### src/rtl/hdec_mask_pipe.sv
// Pipelined mask decoder: turns an index into a low/high thermometer, one-hot or
// range mask with saturation and popcount, behind a LAT-deep valid/ready pipeline.
module hdec_mask_pipe #(
  parameter int N   = 5,
  parameter int W   = 2**N,
  parameter int LAT = 2
) (
  input  logic                     clk,
  input  logic                     rst_n,
  input  logic                     in_valid,
  output logic                     in_ready,
  input  logic [1:0]               in_mode,
  input  logic [N-1:0]             in_x,
  input  logic [N-1:0]             in_x_hi,
  output logic                     out_valid,
  input  logic                     out_ready,
  output logic [W-1:0]             out_y,
  output logic [$clog2(W+1)-1:0]   out_ones,
  output logic                     out_sat
);

  localparam int OW = $clog2(W+1);
  // One extra bit so that W itself (possibly 2**N) is representable in compares.
  localparam int XW = N + 1;
  localparam logic [XW-1:0] W_X = XW'(W);

  typedef enum logic [1:0] {
    MODE_LOW    = 2'd0,
    MODE_HIGH   = 2'd1,
    MODE_ONEHOT = 2'd2,
    MODE_RANGE  = 2'd3
  } mode_e;

  typedef struct packed {
    logic [W-1:0]  y;
    logic [OW-1:0] ones;
    logic          sat;
  } res_t;

  mode_e         mode;
  logic [XW-1:0] x_e;
  logic [XW-1:0] xh_e;
  logic [XW-1:0] xs;
  logic [XW-1:0] hi;
  res_t          dec;

  // ---------------------------------------------------------------------------
  // Combinational decode of the input transaction
  // ---------------------------------------------------------------------------
  always_comb begin
    // NOTE: every always_comb output gets a default first so no path leaves it
    // unassigned; a missed branch would otherwise infer a latch.
    dec  = '0;
    mode = mode_e'(in_mode);
    x_e  = {1'b0, in_x};
    xh_e = {1'b0, in_x_hi};
    xs   = (x_e  > W_X) ? W_X : x_e;
    hi   = (xh_e > W_X) ? W_X : xh_e;

    case (mode)
      MODE_LOW: begin
        for (int j = 0; j < W; j++) dec.y[j] = (XW'(j) < xs);
        dec.ones = OW'(xs);
        dec.sat  = (x_e > W_X);
      end
      MODE_HIGH: begin
        for (int j = 0; j < W; j++) dec.y[j] = (XW'(j) >= (W_X - xs));
        dec.ones = OW'(xs);
        dec.sat  = (x_e > W_X);
      end
      MODE_ONEHOT: begin
        for (int j = 0; j < W; j++) dec.y[j] = (XW'(j) == x_e);
        dec.ones = OW'(x_e < W_X);
        dec.sat  = (x_e >= W_X);
      end
      MODE_RANGE: begin
        // An empty or inverted range yields zero; it is not a saturation.
        for (int j = 0; j < W; j++) dec.y[j] = (XW'(j) >= xs) && (XW'(j) < hi);
        dec.ones = (hi > xs) ? OW'(hi - xs) : '0;
        dec.sat  = (x_e > W_X) || (xh_e > W_X);
      end
      default: dec = '0;
    endcase
  end

  // ---------------------------------------------------------------------------
  // Pipeline stages with per-stage valid and backpressure
  // ---------------------------------------------------------------------------
  logic [LAT-1:0] v_q;
  logic [LAT-1:0] v_d;
  res_t           data_q [LAT];
  res_t           data_d [LAT];
  logic [LAT-1:0] rdy;

  // A stage can take a new item if it, or any stage after it, has a hole,
  // or the sink is draining the last stage.
  always_comb begin
    logic tail_full;
    rdy = '0;
    for (int k = 0; k < LAT; k++) begin
      tail_full = 1'b1;
      for (int m = k; m < LAT; m++) tail_full = tail_full & v_q[m];
      rdy[k] = out_ready | ~tail_full;
    end
  end

  assign in_ready = rst_n & rdy[0];

  always_comb begin
    v_d = v_q;
    for (int k = 0; k < LAT; k++) data_d[k] = data_q[k];

    if (rdy[0]) begin
      v_d[0] = in_valid;
      if (in_valid) data_d[0] = dec;
    end

    for (int k = 1; k < LAT; k++) begin
      if (rdy[k]) begin
        v_d[k] = v_q[k-1];
        if (v_q[k-1]) data_d[k] = data_q[k-1];
      end
    end
  end

  always_ff @(posedge clk or negedge rst_n) begin
    if (!rst_n) begin
      v_q    <= '0;
      // NOTE: the payload registers are reset too, not just the valids, because
      // the last stage drives out_y/out_ones/out_sat which must read 0 in reset.
      data_q <= '{default: '0};
    end else begin
      // NOTE: sequential state uses non-blocking assignment so every stage
      // samples the pre-edge value of its predecessor.
      v_q    <= v_d;
      data_q <= data_d;
    end
  end

  assign out_valid = v_q[LAT-1];
  assign out_y     = data_q[LAT-1].y;
  assign out_ones  = data_q[LAT-1].ones;
  assign out_sat   = data_q[LAT-1].sat;

endmodule

### config.mk
export PLATFORM = sky130hd
export DESIGN_NAME = hdec_mask_pipe
export DESIGN_NICKNAME = d
export VERILOG_FILES = /design/src/rtl/hdec_mask_pipe.sv
export SDC_FILE = /design/constraint.sdc
export NUM_CORES = 1
export LEC_CHECK = 0
export ABC_AREA = 1
export BUFFER_PORTS_ARGS = -buffer_cell sky130_fd_sc_hd__buf_2
export CAP_MARGIN = 40
export CORE_UTILIZATION = 46
export DETAILED_ROUTE_END_ITERATION = 8
export PLACE_DENSITY = 0.65
export SETUP_SLACK_MARGIN = 0.05
export SYNTH_ARGS = -nofsm -noshare
export SYNTH_HDL_FRONTEND = slang
export SYNTH_SLANG_ARGS = --single-unit
### constraint.sdc
create_clock -name clk -period 3.2 [get_ports clk]
set_input_delay 0.32 -clock clk [delete_from_list [all_inputs] [get_ports clk]]
set_output_delay 0.32 -clock clk [all_outputs]
set_load 0.02 [all_outputs]
==> results of run 1 <==
[area by class of cell]
type | count | area share [%]
multi-input cells | 538 | 48.3
repair buffers | 62 | 5.68
well taps | 143 | 3.05
clock inverters | 6 | 1.15
inverters | 68 | 4.44
flip-flops and latches | 78 | 33.3
clock buffers | 10 | 4.08
[sequential cells by signal, indices dropped and copies added, names as in the netlist]
name      flops
out_y        32
v_q           2
out_ones      6
data_q       38
[logic make-up (layout without fill, tap and decap cells)]
kind of cell | Yosys count | count (layout) | share of synthesized area [%]
multiplexers | 35 | 35 | 7.19
other | 1 | 1 | 0.0684
XOR/XNOR | 3 | 3 | 0.479
flip-flops | 78 | 78 | 35.6
AO/OA/AOI/OAI | 107 | 107 | 10.3
adder cells (fa/ha/maj) | 14 | 14 | 3.33
AND/OR/NAND/NOR | 378 | 378 | 30.1
buffers and inverters | 134 | 146 | 12.9
[worst max path at each step]
stage,endpoint,slack [ns],start,cells after the start
final,data_q[59],0.80,in_x[1],11
after global routing,data_q[59],0.55,in_x[1],11
after CTS,data_q[68],0.86,in_x[1],12
after detailed placement,data_q[68],0.50,in_x[1],12
after global placement,data_q[60],0.58,in_x[1],13
after floorplan,data_q[46],1.15,in_x[0],13
[per-stage QoR]
stage	hold slack, ns	power, W
after floorplan	0.0244	0.00229
after global placement	0.283	0.00242
after detailed placement	0.296	0.00243
after CTS	0.235	0.00349
after global routing	0.267	0.00366
final	0.237	0.00346
[power by group]
group	switching [W]	internal, W	total, W
logic	0.000702	0.000383	0.00108
registers	0.000108	0.00122	0.00133
clock network	0.000420	0.000629	0.00105
[cells in the mapped netlist]
library cell  count
a21oi_1          51
a22oi_1           1
a31oi_1           5
buf_2            13
buf_4            41
buf_6             4
clkbuf_1          8
conb_1            1
dfrtp_1          78
fa_1              1
ha_1             13
inv_1            57
inv_2             9
inv_4             2
mux2_2           35
nand2_1         221
nand2_2           4
nand2_4           4
nand2_8           1
nand3_1          42
nand3_2           2
nand3_4           2
nand3b_1          4
nand4_1           6
nor2_1           77
nor2_2            4
nor2_4            5
nor3_1            6
o211ai_1          2
o21a_1            1
o21ai_0          36
o21ai_1           6
o21bai_1          3
o221ai_1          1
o31ai_1           1
xnor2_1           2
xor2_1            1
[routing by layer]
| metal | vias up | global-route usage [%] | routed length, um |
|---|---|---|---|
| met2 | 229 | 43.4 | 7440 |
| met3 | 36 | 5.96 | 1290 |
| met1 | 2421 | 42.8 | 8200 |
| li1 | 2391 | - | - |
| met5 | - | 0 | 0 |
| met4 | 0 | 12.8 | 540 |
[critical path, cell delays in order]
cell,delay [ns]
buf_2,0.21
inv_1,0.21
ha_1,0.31
nand2_2,0.17
nor2_1,0.08
ha_1,0.55
inv_1,0.12
nand3_1,0.28
a21oi_1,0.08
o21bai_1,0.21
nand2_1,0.07
[repair_timing]
item,in CTS,in global routing
hold buffers,1,0
gates resized for setup,0,0
endpoints found under the hold margin,32,0
endpoints found under the setup margin,0,0
==> results_dict.tcl, run 1 <==
set metrics [dict create \
    nFillCells 1190 \
    syn_inst 750 \
    cts-root-buf "clkbuf_16" \
    vias 5077 \
    die_w_um 111 \
    hold_end "v_q[1]" \
    grt_setup_unrepaired "false" \
    worst_pin_slew_ns 0.831 \
    min_path_cells 4 \
    status "finished with violations" \
    dpl_worst_slack_ns 0.499 \
    ant_nets 0 \
    syn_nets 780 \
    grt_max_degree 62 \
    grt_antenna_before_repair 0 \
    clkLatencyLatePin_ns 0.35 \
    reg2reg_slack_ns 1.48 \
    wirelength_mm 17.5 \
    ys_warn_count 0 \
    io_pins 57 \
    hold_class "in2reg" \
    period_minus_slack_ns 2.40 \
    clock_skew_ns 0.00870 \
    grt_first_pass_wirelength_mm 27.8 \
    final_net_count 787 \
    multiInputGateArea_um2 2830 \
    fin_cells 905 \
    synth.distinct_cells 37 \
    worst_ep_arrival_time_ns 2.63 \
    setup_ws_ns 0.797 \
    critPathCaptureType "flop" \
    final-hold-violation-count 0 \
    tritoncts "yes" \
    final-seq-area_um2 1950 \
    crit_type "in2reg" \
    min_period_over_period_pct 75.1 \
    cp_data_required_time_ns 3.43 \
    most-common-layout-cells "nand2_1, dfrtp_1, nor2_1" \
    synth-seq-area-share_pct 35.6 \
    reg2reg_to "data_q[54]" \
    post-cts-setup-buffer-count 0 \
    grt_overflow 0 \
    ir_drop_uv 450 \
    routedWlPerCell_um 19.3 \
    worstRegToRegCells 6 \
    yosys.area.top_type "dfrtp_1" \
    vias_per_cell 5.61 \
    drtIter0Drc 421 \
    p_leak_nw 3.09 \
    critPathLaunchType "input pin" \
    die_h_um 111 \
    io_buffers 55 \
    worstPathMaxFanout 9 \
    final_util_pct 50.9 \
    clk_pin_slew_ns 0.07 \
    relSlewSlack_pct 44.5 \
    area_growth_pct 6.80 \
    grt_pass1_vias 4915 \
    synth-seq-cells 78 \
    htreeDepth 3 \
    slew_violations 0 \
    synth_top_area_share_pct 35.6 \
    max_freq_ghz 0.416 \
    max_cap_violations 0 \
    setup_viol 0 \
    placedInstanceArea_um2 5540 \
    n_antenna_cell 0 \
    dp.cells 888 \
    start_util_pct 47.6 \
    p_per_area_nw_per_um2 591 \
    design_area_um2 5860 \
    syn-cell-area_um2 5490 \
    dp_hpwl_mm 12.9 \
    clockBufferDepth 2 \
    numCtsBuffers 9 \
    drt_pass1_iterations 7 \
    rows 39 \
    fin_tns_setup_ns 0 \
    yosys-top-cells-area "dfrtp_1, nand2_1, mux2_2" \
    grt.total_usage_pct 29.8 \
    syn_avg_cell_area_um2 7.31 \
    clock-sinks 78 \
    die-area_um2 12400 \
    drive_gt1_share_pct 19.2 \
    failed_checks "design-rule violations" \
    worstHoldStart "out_ready" \
    layout_commonest_cell "nand2_1" \
    routabilityCongestion 0.992 \
    r2r_start "v_q[1]" \
    core_area_um2 11500 \
    drc 8 \
]
Power figures use the tool's default switching activity.
==> run 2: changes to the inputs <==
- PLACE_DENSITY: 0.65 -> 0.67
- clock period: 3.2 -> 1.9 ns (I/O delays scaled with it)
==> results_dict.tcl, run 2 (synthesis results as in run 1) <==
set metrics [dict create \
    regMostFlops "data_q" \
    grt_overflow 0 \
    fin_tns_setup_ns 0 \
    worstPathMaxFanout 6 \
    slowest_stage "ha_1" \
    htreeDepth 3 \
    p_sw_w 0.00215 \
    reg2reg_slack_ns 0.46 \
    routabilityCongestion 1.04 \
    failed_checks "design-rule violations" \
    final-hold-violation-count 0 \
    p_per_area_nw_per_um2 936 \
    clock-sinks 78 \
    cts_resized 0 \
    wirelength_mm 17.8 \
    final-seq-area_um2 1950 \
    drtIter0Drc 439 \
    core_area_um2 11500 \
    post-cts-setup-buffer-count 0 \
    status "finished with violations" \
    grt_pass1_vias 4915 \
    routedWlPerCell_um 18.7 \
    swShare_pct 36.8 \
    numCtsBuffers 9 \
    clkLatencyLatePin_ns 0.35 \
    crit_chain "buf_2, clkinvlp_4, ha_2, nand2_2, nor2_1, ha_1, inv_1, nand3_1, a21oi_1, o21bai_1, nand2_1" \
    setup_viol 0 \
    clockBufferDepth 2 \
    io_buffers 55 \
    area_growth_pct 13.5 \
    dp_hpwl_mm 13.7 \
    start_util_pct 47.6 \
    min_period_over_period_pct 84.7 \
    final_util_pct 54.1 \
    grt_setup_unrepaired "false" \
    multiInputGateArea_um2 2830 \
    worst_ep_arrival_time_ns 1.90 \
    clkPwrFrac_pct 28.4 \
    drc 2 \
    path_buf_inv 3 \
    final_net_count 832 \
    p_leak_nw 3.31 \
    largest_reg_flops 38 \
    cp_top_family "adder cells" \
    ant_nets 0 \
    layout_commonest_cell "nand2_1" \
    most-common-layout-cells "nand2_1, dfrtp_1, nor2_1" \
    internal-power_w 0.00368 \
    tritoncts "yes" \
    grt_max_degree 79 \
    drt_pass1_iterations 9 \
    n_antenna_cell 0 \
    cts-root-buf "clkbuf_16" \
    drive_gt1_share_pct 23.9 \
    clk_pin_slew_ns 0.07 \
    power_frac_comb_pct 33.0 \
    max_cap_violations 0 \
    io_pins 57 \
    nFillCells 1159 \
    max_freq_ghz 0.622 \
    die_h_um 111 \
    die-area_um2 12400 \
    critPathLaunchType "input pin" \
    cp_data_required_time_ns 2.19 \
    crit_type "in2reg" \
    placedInstanceArea_um2 5940 \
    vias_per_cell 5.50 \
    die_w_um 111 \
    design_area_um2 6230 \
    critPathCaptureType "flop" \
    clock_skew_ns 0.00715 \
    grt_first_pass_wirelength_mm 28.0 \
    slew_violations 0 \
    period_minus_slack_ns 1.61 \
    vias 5224 \
    grt.total_usage_pct 29.9 \
    grt_antenna_before_repair 0 \
    power_frac_seq_pct 38.5 \
    rows 39 \
    max_stage_delay_ns 0.33 \
    hold_class "in2reg" \
    ir_drop_uv 655 \
]
## run 2: path summary, 6_finish.rpt
check,endpoint,startpoint,cells past startpoint
hold reg to reg,data_q[71],data_q[71],2
hold / removal,v_q[1],out_ready,4
setup / recovery,data_q[59],in_x[0],11
setup reg to reg,data_q[59],v_q[1],7
min in group asynchronous,data_q[44],rst_n,3
max in group asynchronous,data_q[62],rst_n,3
## run 2: power groups by stage
stage	sequential [W]	clock [W]	combinational, W
after floorplan	0.00223	0	0.00162
after global routing	0.00230	0.00176	0.00208
final	0.00225	0.00166	0.00192
after global placement	0.00226	0	0.00190
after CTS	0.00225	0.00169	0.00193
after detailed placement	0.00228	0	0.00192
## run 2: through the flow
step	total power [W]	cells	hold WS, ns	setup WS (ns)
2_1_floorplan	0.00385	750	-0.106	0.0541
3_3_place_gp	0.00416	933	0.276	-0.0461
3_5_place_dp	0.00420	933	0.286	-0.00332
4_1_cts	0.00587	950	0.0908	0.338
5_1_grt	0.00613	950	0.124	0.152
6_report	0.00583	950	0.0989	0.291
## run 2: metal layers
metal / GRT usage [%] / wire length [um] / part of all wire [%]
met2: 44.9 / 7760 / 44
met1: 43.9 / 8640 / 49
met4: 10.9 / 449 / 2.5
met5: 0 / 0 / 0
met3: 3.72 / 958 / 5.4
## run 2: timing repair
item / in CTS / in global routing
hold buffers: 1 / 0
endpoints found under the hold margin: 78 / 0
setup endpoints to repair: 0 / 0
## run 2: final cells by class
class                      instances  area share (%)
multi-input combinational        538            45.4
clock inverter                     7           0.924
timing repair buffer             107            11.6
inverter                          68            4.24
clock buffer                       9            3.62
sequential                        78            31.3
tap                              143            2.87
## run 2: tightest hold or removal path, stage by stage
cell and delay [ns]:
buf_2 0.07, inv_1 0.04, nand2_1 0.06, nand2_1 0.05
